[config.mk]
export PLATFORM = sky130hd
export DESIGN_NAME = muldiv_seq
export DESIGN_NICKNAME = d
export VERILOG_FILES = /design/src/rtl/muldiv_seq.sv
export SDC_FILE = /design/constraint.sdc
export NUM_CORES = 1
export LEC_CHECK = 0
export CAP_MARGIN = 20
export CORE_ASPECT_RATIO = 1.25
export CORE_UTILIZATION = 34
export CTS_CLUSTER_SIZE = 14
export DETAILED_ROUTE_END_ITERATION = 10
export HOLD_SLACK_MARGIN = 0.02
export SKIP_LAST_GASP = 1
export SLEW_MARGIN = 30
export SYNTH_ARGS = -nofsm -noshare
export SYNTH_HDL_FRONTEND = slang
export SYNTH_SLANG_ARGS = --single-unit
[constraint.sdc]
create_clock -name clk -period 4.75 [get_ports clk]
set_input_delay 0.95 -clock clk [delete_from_list [all_inputs] [get_ports clk]]
set_output_delay 0.95 -clock clk [all_outputs]
set_load 0.01 [all_outputs]
[src/rtl/muldiv_seq.sv]
// Sequential multiply/divide unit with architectural HI/LO registers.
// One radix-2 iteration per cycle; signed ops run on magnitudes with a final sign fixup.
module muldiv_seq #(
  parameter int WIDTH = 32
) (
  input  logic             clk,
  input  logic             reset,
  input  logic             start,
  input  logic [1:0]       op,
  input  logic [WIDTH-1:0] a,
  input  logic [WIDTH-1:0] b,
  input  logic             mthi,
  input  logic             mtlo,
  input  logic [WIDTH-1:0] wdata,
  input  logic             flush,
  output logic             busy,
  output logic             done,
  output logic [WIDTH-1:0] hi,
  output logic [WIDTH-1:0] lo
);

  localparam int CW = $clog2(WIDTH + 1);

  typedef enum logic [1:0] {IDLE, CALC, FIX} state_t;

  state_t           state_reg, state_next;
  logic [CW-1:0]    cnt_reg;
  logic [WIDTH:0]   upper_reg;
  logic [WIDTH-1:0] lower_reg, mcand_reg;
  logic             is_div_reg, neg_q_reg, neg_r_reg, done_reg;
  logic [WIDTH-1:0] hi_reg, lo_reg, hi_next, lo_next;
  logic             done_next, load, step;

  // Operand conditioning on the accepting edge
  logic             a_neg, b_neg, div_zero;
  logic [WIDTH-1:0] a_mag, b_mag, a_sel;

  assign a_neg    = op[0] & a[WIDTH-1];
  assign b_neg    = op[0] & b[WIDTH-1];
  assign a_mag    = a_neg ? -a : a;
  assign b_mag    = b_neg ? -b : b;
  assign div_zero = op[1] & (b == '0);
  // Divide by zero keeps the raw dividend so the remainder comes out as a unchanged
  assign a_sel    = div_zero ? a : a_mag;

  // Shared iteration datapath: {upper, lower} shifts right for multiply, left for divide
  logic [WIDTH:0]   sum, shifted, diff;
  logic [WIDTH:0]   upper_step;
  logic [WIDTH-1:0] lower_step;

  always_comb begin
    sum        = {1'b0, upper_reg[WIDTH-1:0]} + (lower_reg[0] ? {1'b0, mcand_reg} : '0);
    shifted    = {upper_reg[WIDTH-1:0], lower_reg[WIDTH-1]};
    diff       = shifted - {1'b0, mcand_reg};
    upper_step = {1'b0, sum[WIDTH:1]};
    lower_step = {sum[0], lower_reg[WIDTH-1:1]};
    if (is_div_reg) begin
      if (!diff[WIDTH]) begin
        upper_step = diff;
        lower_step = {lower_reg[WIDTH-2:0], 1'b1};
      end else begin
        upper_step = shifted;
        lower_step = {lower_reg[WIDTH-2:0], 1'b0};
      end
    end
  end

  // Sign-corrected results
  logic [2*WIDTH-1:0] prod, prod_fix;
  logic [WIDTH-1:0]   quot_fix, rem_fix;

  assign prod     = {upper_reg[WIDTH-1:0], lower_reg};
  assign prod_fix = neg_q_reg ? -prod : prod;
  assign quot_fix = neg_q_reg ? -lower_reg : lower_reg;
  assign rem_fix  = neg_r_reg ? -upper_reg[WIDTH-1:0] : upper_reg[WIDTH-1:0];

  always_comb begin
    state_next = state_reg;
    hi_next    = hi_reg;
    lo_next    = lo_reg;
    done_next  = 1'b0;
    load       = 1'b0;
    step       = 1'b0;
    case (state_reg)
      IDLE: begin
        if (start) begin
          load       = 1'b1;
          state_next = CALC;
        end else begin
          if (mthi) hi_next = wdata;
          if (mtlo) lo_next = wdata;
        end
      end
      CALC: begin
        if (flush) begin
          state_next = IDLE;
        end else begin
          step = 1'b1;
          if (cnt_reg == CW'(WIDTH - 1)) state_next = FIX;
        end
      end
      FIX: begin
        state_next = IDLE;
        if (!flush) begin
          done_next = 1'b1;
          if (is_div_reg) begin
            hi_next = rem_fix;
            lo_next = quot_fix;
          end else begin
            hi_next = prod_fix[2*WIDTH-1:WIDTH];
            lo_next = prod_fix[WIDTH-1:0];
          end
        end
      end
      default: state_next = IDLE;
    endcase
  end

  always_ff @(posedge clk or negedge reset) begin
    if (!reset) begin
      state_reg <= IDLE;
      hi_reg    <= '0;
      lo_reg    <= '0;
      done_reg  <= 1'b0;
    end else begin
      state_reg <= state_next;
      hi_reg    <= hi_next;
      lo_reg    <= lo_next;
      done_reg  <= done_next;
    end
  end

  always_ff @(posedge clk or negedge reset) begin
    if (!reset) begin
      cnt_reg    <= '0;
      upper_reg  <= '0;
      lower_reg  <= '0;
      mcand_reg  <= '0;
      is_div_reg <= 1'b0;
      neg_q_reg  <= 1'b0;
      neg_r_reg  <= 1'b0;
    end else if (load) begin
      cnt_reg    <= '0;
      upper_reg  <= '0;
      lower_reg  <= op[1] ? a_sel : b_mag;
      mcand_reg  <= op[1] ? b_mag : a_sel;
      is_div_reg <= op[1];
      neg_q_reg  <= (a_neg ^ b_neg) & ~div_zero;
      neg_r_reg  <= a_neg & ~div_zero;
    end else if (step) begin
      cnt_reg   <= cnt_reg + CW'(1);
      upper_reg <= upper_step;
      lower_reg <= lower_step;
    end
  end

  assign busy = (state_reg != IDLE);
  assign done = done_reg;
  assign hi   = hi_reg;
  assign lo   = lo_reg;

endmodule

==> results of run 1 <==
[synth_stat cells (4+ instances only)]
cell type,instances
buf_2,7
xnor2_1,81
clkbuf_1,99
nand3b_1,4
o211ai_1,14
nand3_1,19
a211oi_1,15
mux2_2,6
or2_2,4
xor2_1,95
o221ai_1,67
nor3_1,23
buf_1,5
nand4_1,18
nor4_1,11
o21a_1,13
o21ai_1,8
a21boi_0,9
dfrtp_1,172
o41ai_1,12
nor3b_1,6
nand2_1,202
o22ai_1,4
and3_1,14
o21ai_0,142
a21oi_1,162
nor2b_1,8
and2_1,10
a22oi_1,15
a21o_1,39
nor2_1,174
a221o_1,4
mux2i_1,38
inv_1,59
ha_1,69
nand2b_1,14
a31oi_1,19
or4_1,11
o31ai_1,38
or4_4,6
a221oi_1,7
or3_1,16
[routing by layer]
| layer | track usage (%) | vias up |
|---|---|---|
| met2 | 39.2 | 579 |
| li1 | - | 6736 |
| met4 | 15.1 | 0 |
| met3 | 2.89 | 115 |
| met1 | 30.4 | 6865 |
| met5 | 0 | - |
[path summary, 6_finish.rpt]
kind	depth (start not counted)	to
worst max-delay path	14	upper_reg[31]
worst min-delay path	1	state_reg[1]
min in group asynchronous	1	lo[17]
worst min register to register	1	state_reg[1]
worst max register to register	14	upper_reg[31]
max in group asynchronous	2	hi[8]
[through the flow]
step,hold slack [ns],instances,total power [mW],utilization [%]
after global placement,0.454,2433,8.04,40.1
after detailed placement,0.468,2433,8.14,40.2
after floorplan,0.436,1791,6.27,-
final,0.480,2466,9.60,41.5
after CTS,0.477,2465,9.53,41.5
after global routing,0.502,2466,10.3,41.5
[worst reg2reg max path, cell delays in order, from the launching register on]
cell and delay [ns]:
dfrtp_1 0.38, inv_1 0.46, nor2_1 0.14, ha_1 0.45
nand4_1 0.12, o211ai_1 0.33, a2111oi_0 0.16, a211oi_1 0.57
o21ai_0 0.20, buf_4 0.19, o21ai_0 0.30, a31oi_1 0.18
a311o_1 0.35, a31oi_1 0.14, a21o_1 0.10
[cell families (layout without fill, tap and decap cells)]
family | after synthesis | in the layout | synth area share [%]
DFF | 172 | 172 | 30.1
and+or+nand+nor | 553 | 553 | 17.9
AOI/OAI and AO/OA | 599 | 599 | 27.0
other | 0 | 1 | 0
adders and majority gates | 71 | 71 | 6.31
buffers and inverters | 176 | 298 | 4.82
xor gates and xnor gates | 176 | 176 | 10.8
muxes | 44 | 44 | 3.13
[power groups by stage]
| stage | logic, mW | clock network [mW] | registers (mW) |
|---|---|---|---|
| final | 5.61 | 1.39 | 2.61 |
| after global routing | 6.18 | 1.44 | 2.66 |
| after detailed placement | 5.53 | 0 | 2.61 |
| after floorplan | 3.93 | 0 | 2.33 |
| after global placement | 5.45 | 0 | 2.60 |
| after CTS | 5.56 | 1.39 | 2.58 |
[final cells by class]
class | count | share of cell area (%)
timing repair buffer | 206 | 11.7
multi-input combinational | 1443 | 54.6
antenna | 1 | 0.0146
clock inverter | 10 | 0.481
sequential | 172 | 25.1
tap | 552 | 4.02
clock buffer | 22 | 2.76
inverter | 60 | 1.31
==> run metrics, run 1 <==
status=finished clean; Place WS=0.0831 ns; Crit Path Class=flip-flop to flip-flop; Initial Utilization=between 30% and 40%; IO buf count=about 170; RSZ-0062 raised after global routing=no; Cell Area, Synth=about 0.014 sq mm; CP Launch Point=lower_reg[0]; hold buffers post-CTS=0; WL met1=21400 microns; core area=around 0.041 sq mm; Max-cap violations=0; Sw Ratio=48.1%; CTS tree=yes; WL met3=~3200 microns; Num Clock Sinks=about 170; LEAKAGE=around 7.3 nW; met2 wire len=about 24000 microns; fin area=between 0.015 and 0.02 sq mm; syn_area_per_cell=7.99 sq um; max frequency=242 MHz; setup slack after layout=slightly above 0.6 ns; post-synth top area share=between 30 and 40%; CP arrival=about 4.5 ns; Final Max Slew Viols=0; placed cell areas=approximately 0.017 sq mm; row count=83; crit path buf inv count=2; switching power=about 4.6 mW; share of cells above drive strength 1=under 10%; Final Net Count=between 2k and 2.5k; first-pass GRT wire length=79700 microns; insertion delay to the later sink of the worst-skew pair=~0.46 ns; RD Place Congestion=0.947; DP Wirelength=just over 40000 microns; Post-CTS Setup Inserts=0; setup_tns=0 ns; peak supply drop=around 0.30 mV; CP Data Required Time=a little over 5 ns; Synth Instances=roughly 1.8k; worst hold path type=flip-flop to flip-flop; Post-synth top flop=dfrtp_1; synth warn=0; top sig layer=met4; CP endpoint kind=flip-flop; power per cell area=559 mW/mm^2; reg2reg start=lower_reg[0]; Final Cycle Share=between 80% and 90%; largest net degree at the start of global routing=between 100 and 150; Post-synth EDFFs=0; FF+latch area=0.00431 sq mm; internal power=4.98 mW; Comb power frac=58.4%; clk slew on worst S/H paths=0.08 ns; Sequential Power Share=around 27%; Post-DRT Antenna Nets=0; syn nets=between 1.5k and 2k; area of the multi-input gates=~0.0094 sq mm; Root Driver=clkbuf_16; crit path cell chain=inv_1 > nor2_1 > ha_1 > nand4_1 > o211ai_1 > a2111oi_0 > a211oi_1 > o21ai_0 > buf_4 > o21ai_0 > a31oi_1 > a311o_1 > a31oi_1 > a21o_1; worst-margin pin slew=a little under 1 ns; # IOs=170; post-synth top area cell=dfrtp_1; crit path launch type=flip-flop; hold_sp=cnt_reg[5]; Rel. slew slack=about a third; Die X=186 microns; Die Ht=about 230 microns; fin crit period=just over 4 ns; Inserted Clock Buffers=17; via count=14.3k; Residual DRC=0; Tot GR Track Use=about 24%; Clock power frac=about 14%; Fin. Hold Viols=0; sequential fraction of the synthesis area=30.1%; gr ovfl total=0; Reg2Reg Setup Slack=around 0.62 ns; FF+latch count, synth=roughly 170; Max Root-Sink Buffers=2; DR WL/cell=21.1 microns; Max H-tree Level=4; area delta synth->final=19.9%; slowest stage cell on the critical path=a211oi_1; DRT Wirelength=52100 microns; dominant cells by area after synthesis=dfrtp_1, ha_1, xor2_1; CP max stage delay=between 0.5 and 0.6 ns; critical path's top delay family=compound AO/OA/AOI/OAI gates; synth unique cells=76; most frequent cells in the layout=nand2_1, nor2_1, dfrtp_1; worst-path maximum fanout=15; 1st-iter DRT viols=approximately 1.2k; via-per-instance ratio=slightly below 6; die area=0.0429 sq mm; leading cell type in the layout, fill and taps excluded=nand2_1; final setup violation count=0; Layout fillers=~4.3k; vias in the first global route=between 10k and 15k; skew final=between 0.015 and 0.02 ns; antenna violations before repair=1; post_cts resized=0; async set-reset flop share out of synthesis=100%; TritonRoute pass-1 iters=7
(Power assumes the default switching activity.)
==> inputs of run 2 (changes only) <==
==> constraint.sdc (replaced) <==
create_clock -name clk -period 5 [get_ports clk]
set_input_delay 0.5 -clock clk [delete_from_list [all_inputs] [get_ports clk]]
set_output_delay 0.5 -clock clk [all_outputs]
set_load 0.01 [all_outputs]
==> run 2 against run 1 <==
Net effect:
- hold slack got worse by 0.39 ns
- critical path depth unchanged
- utilization fell by 0.28 points
- register-to-register slack improved by 0.096 ns
- clock power fell by 4%
- largest cell class unchanged
==> run metrics, run 2 (same netlist as run 1, synthesis figures left out) <==
status=finished clean; DR WL/cell=21.7 microns; 1st-iter DRT viols=1105; post_cts resized=0; gr ovfl total=0; Reg2Reg Setup Slack=0.72 ns; power per cell area=roughly 530 mW/mm^2; RD Place Congestion=between 0.9 and 1; Initial Utilization=34.6%; CP Data Required Time=5.34 ns; row count=slightly above 80; Num Clock Sinks=about 170; via-per-instance ratio=between 5 and 6; worst-path maximum fanout=15; Rel. slew slack=35.1%; Final Net Count=roughly 2.1k; # IOs=170; DRT Wirelength=approximately 53000 microns; largest net degree at the start of global routing=a little over 80; met3 Track Usage GR=2.97%; final setup violation count=0; leading cell type in the layout, fill and taps excluded=nand2_1; met2 Usage GRT=40.8%; met1 Use GR=30.4%; area of the multi-input gates=0.00938 sq mm; Die Ht=roughly 230 microns; most frequent cells in the layout=nand2_1, nor2_1, dfrtp_1; Final Cycle Share=85.6%; share of cells above drive strength 1=under 10%; IO buf count=169; CP arrival=roughly 4.6 ns; max frequency=between 200 and 250 MHz; Max-cap violations=0; LEAKAGE=approximately 7 nW; Crit Path Class=flip-flop to flip-flop; R2R Path End=upper_reg[31]; TritonRoute pass-1 iters=5; antenna violations before repair=1; Post-DRT Antenna Nets=0; area delta synth->final=19.1%; worst hold path type=primary input to async pin; setup_tns=0 ns; vias in the first global route=roughly 14k; FF+latch area=0.00431 sq mm; CP endpoint kind=flip-flop; hold buffers post-CTS=0; Post-CTS Setup Inserts=0; peak supply drop=0.268 mV; Residual DRC=0; Max Root-Sink Buffers=2; reg2reg start=lower_reg[0]; fin crit period=roughly 4.3 ns; Tot GR Track Use=around a quarter; crit path launch type=flip-flop; CTS tree=yes; Max H-tree Level=4; insertion delay to the later sink of the worst-skew pair=0.45 ns; core area=0.0413 sq mm; Root Driver=clkbuf_16; Die X=around 190 microns; final core utilization=about two fifths; Inserted Clock Buffers=17; GRT Max-Usage Layer=met2; skew final=about 0.013 ns; Layout fillers=about 4.3k; first-pass GRT wire length=approximately 80000 microns; die area=0.0429 sq mm; Fin. Hold Viols=0; Final Max Slew Viols=0; clk slew on worst S/H paths=~0.070 ns; RSZ-0062 raised after global routing=no; DP Wirelength=approximately 41000 microns; R2R depth=14; worst-margin pin slew=0.974 ns; via count=roughly 14k
[run 2: cell count changes in the layout (fill, tap and decap cells not counted), moves of 2 or more]
cell | previous run | this run
buf_4 | 34 | 27
clkbuf_8 | 3 | 1
buf_12 | 3 | 0
clkinvlp_4 | 0 | 3
clkinv_4 | 5 | 1
[run 2: worst max-delay path, stage by stage (launching register included)]
cell,delay (ns)
dfrtp_1,0.50
inv_1,0.53
buf_4,0.26
nor2_1,0.05
ha_1,0.37
nor2_1,0.17
nor2_1,0.06
a2111oi_0,0.58
a211oi_1,0.23
o21ai_0,0.48
o21ai_0,0.27
a31oi_1,0.31
a311o_1,0.16
a31oi_1,0.05
a21o_1,0.16
[run 2: power by group]
part | leakage [nW] | switching [mW] | total (mW) | internal [mW]
Sequential | 2.16 | 0.711 | 2.50 | 1.79
Clock | 0.268 | 0.634 | 1.34 | 0.703
Combinational | 4.79 | 3.04 | 5.27 | 2.23
[run 2: final cells by class]
cell class / instances / area share [%]
Tap cell: 552 / 4.05
Clock inverter: 12 / 0.668
Sequential cell: 172 / 25.2
Clock buffer: 19 / 2.60
Multi-Input combinational cell: 1443 / 55.0
Inverter: 60 / 1.32
Timing Repair Buffer: 196 / 11.1
Antenna cell: 1 / 0.0147
[run 2: metrics by stage]
step / instances / hold WS (ns) / power, mW / worst slack (ns) / area (sq um)
final: 2455 / 0.0904 / 9.10 / 0.719 / 17100
after global routing: 2455 / 0.149 / 9.77 / 0.485 / 17100
after CTS: 2454 / 0.127 / 9.05 / 0.841 / 17000
after detailed placement: 2423 / 0.467 / 7.70 / 0.483 / 16500
after global placement: 2423 / 0.455 / 7.64 / 0.659 / 16500
after floorplan: 1791 / 0.204 / 5.95 / 1.27 / 14300
[run 2: how the worst max path moves through the flow]
stage,start,endpoint,slack [ns],depth (start not counted)
6_report,lower_reg[0],upper_reg[31],0.72,14
5_1_grt,lower_reg[0],upper_reg[31],0.49,14
4_1_cts,lower_reg[0],upper_reg[31],0.84,14
3_5_place_dp,b[2],mcand_reg[26],0.48,10
3_3_place_gp,b[2],lower_reg[24],0.66,10
2_1_floorplan,lower_reg[31],upper_reg[0],1.27,14
[run 2: routing by layer]
metal  up-vias  share of wire, %
met5         -                 0
met4         0               6.0
met3       118               5.5
met2       595                47
met1      6873                42
li1       6698                 -
==> inputs of run 3 (changes only) <==
GPL_ROUTABILITY_DRIVEN = 0   (was not set)
==> run 3 against run 2 <==
Net effect:
- critical path depth down 1
- setup slack better by 0.058 ns
- combinational power down 0.9%
- largest power group unchanged
- non-clock buffer count down 2
- largest cell class unchanged
- sequential share of layout area down 0.15 points
- via count up 0.31%
- critical path type unchanged
==> run metrics, run 3 (same netlist as run 1, synthesis figures left out) <==
status=finished clean; CP Data Required Time=roughly 5.4 ns; crit path launch type=flip-flop; Root Driver=clkbuf_16; via count=~14k; CP endpoint kind=flip-flop; insertion delay to the later sink of the worst-skew pair=0.46 ns; peak supply drop=0.275 mV; max frequency=between 200 and 250 MHz; via-per-instance ratio=~6; die area=around 0.043 sq mm; Max-cap violations=0; share of cells above drive strength 1=a little over 5%; crit path cell chain=inv_1 > nor2_1 > ha_1 > a211oi_1 > nor2_1 > a2111oi_0 > a211oi_1 > o21ai_0 > o21ai_0 > a31oi_1 > a311o_1 > a31oi_1 > a21o_1; Residual DRC=0; Fin. Hold Viols=0; setup slack after layout=around 0.8 ns; area delta synth->final=19.8%; critical path's top delay family=compound AO/OA/AOI/OAI gates; worst-margin pin slew=0.989 ns; Final Max Slew Viols=0; antenna violations before repair=2; power per cell area=about 540 mW/mm^2; post_cts resized=0; Layout fillers=around 4.2k; Final Cycle Share=between 80% and 90%; DP Wirelength=around 40000 microns; leading cell type in the layout, fill and taps excluded=nand2_1; TritonRoute pass-1 iters=5; final core utilization=~42%; DR WL/cell=roughly 21 microns; Final Net Count=between 2k and 2.5k; setup_tns=0 ns; 1st-iter DRT viols=around 1.2k; row count=83; worst hold path type=primary input to async pin; Reg2Reg Setup Slack=slightly below 0.8 ns; Rel. slew slack=between 30 and 40%; Max Root-Sink Buffers=2; crit path buf inv count=1; worst-path maximum fanout=19; slowest stage cell on the critical path=a2111oi_0; most frequent cells in the layout=nand2_1, nor2_1, dfrtp_1; Post-DRT Antenna Nets=0; largest net degree at the start of global routing=99; final setup violation count=0; Initial Utilization=approximately a third; gr ovfl total=0; DRT Wirelength=52000 microns; CTS tree=yes; hold buffers post-CTS=0; skew final=0.0133 ns; Tot GR Track Use=24.2%; Die Ht=231 microns; fin crit period=between 4 and 5 ns; clk slew on worst S/H paths=0.08 ns; Max H-tree Level=4; vias in the first global route=between 10k and 15k; RSZ-0062 raised after global routing=no; Place WS=between 0.5 and 0.6 ns; Die X=roughly 190 microns; CP arrival=4.58 ns; Inserted Clock Buffers=17; Post-CTS Setup Inserts=0; Num Clock Sinks=between 150 and 200; Crit Path Class=flip-flop to flip-flop; LEAKAGE=around 7.3 nW; IO buf count=169; core area=around 0.041 sq mm; CP max stage delay=0.60 ns; first-pass GRT wire length=roughly 79000 microns; # IOs=170
-- run 3: cell types whose count changed in the layout (fill, tap and decap cells not counted), sizes merged --
cell	delta
clkbuf	-1
clkinvlp	-3
diode	+1
buf	-3
clkinv	-1
inv	+3
bufinv	+4
-- run 3: worst reg2reg max path: stages (launching register included) --
cell and delay [ns]:
dfrtp_1 0.47, inv_1 0.55, nor2_1 0.13, ha_1 0.38, a211oi_1 0.29, nor2_1 0.08
a2111oi_0 0.60, a211oi_1 0.24, o21ai_0 0.48, o21ai_0 0.24, a31oi_1 0.31, a311o_1 0.16
a31oi_1 0.05, a21o_1 0.15
-- run 3: area by class of cell --
type / count / area, sq um / share of cell area, %
Multi-Input combinational cell: 1443 / 9370 / 54.6
Sequential cell: 172 / 4310 / 25.1
Timing Repair Buffer: 194 / 1880 / 11.0
Tap cell: 552 / 691 / 4.03
Clock buffer: 17 / 425 / 2.48
Clock inverter: 15 / 250 / 1.46
Inverter: 60 / 225 / 1.31
Antenna cell: 2 / 5.00 / 0.0292
-- run 3: layer usage --
metal / track usage [%] / up-vias / routed length (microns)
met5: 0 / - / 0
li1: - / 6701 / -
met1: 30.6 / 6893 / 21600
met4: 14.8 / 0 / 3030
met2: 39.4 / 622 / 24300
met3: 2.51 / 112 / 3060
-- run 3: power breakdown --
group | leakage, nW | switching (mW) | internal (mW)
sequential | 2.16 | 0.693 | 1.79
clock | 0.330 | 0.662 | 0.908
combinational | 4.78 | 3.01 | 2.21
-- run 3: worst paths after layout --
kind | startpoint | endpoint | cells past startpoint
setup / recovery | lower_reg[0] | upper_reg[31] | 13
hold / removal | reset | lo[14] | 1
setup reg to reg | lower_reg[0] | upper_reg[31] | 13
hold reg to reg | lo[20] | lo[20] | 2
max in group asynchronous | reset | hi[8] | 2
min in group clk | lo[20] | lo[20] | 2
-- run 3: metrics by stage --
step | instance area [sq um] | hold WS [ns] | instances | power (mW)
final | 17200 | 0.112 | 2455 | 9.27
after global routing | 17200 | 0.182 | 2455 | 9.94
after CTS | 17100 | 0.188 | 2453 | 9.20
after detailed placement | 16500 | 0.470 | 2421 | 7.62
after global placement | 16500 | 0.455 | 2421 | 7.55
after floorplan | 14300 | 0.204 | 1791 | 5.95
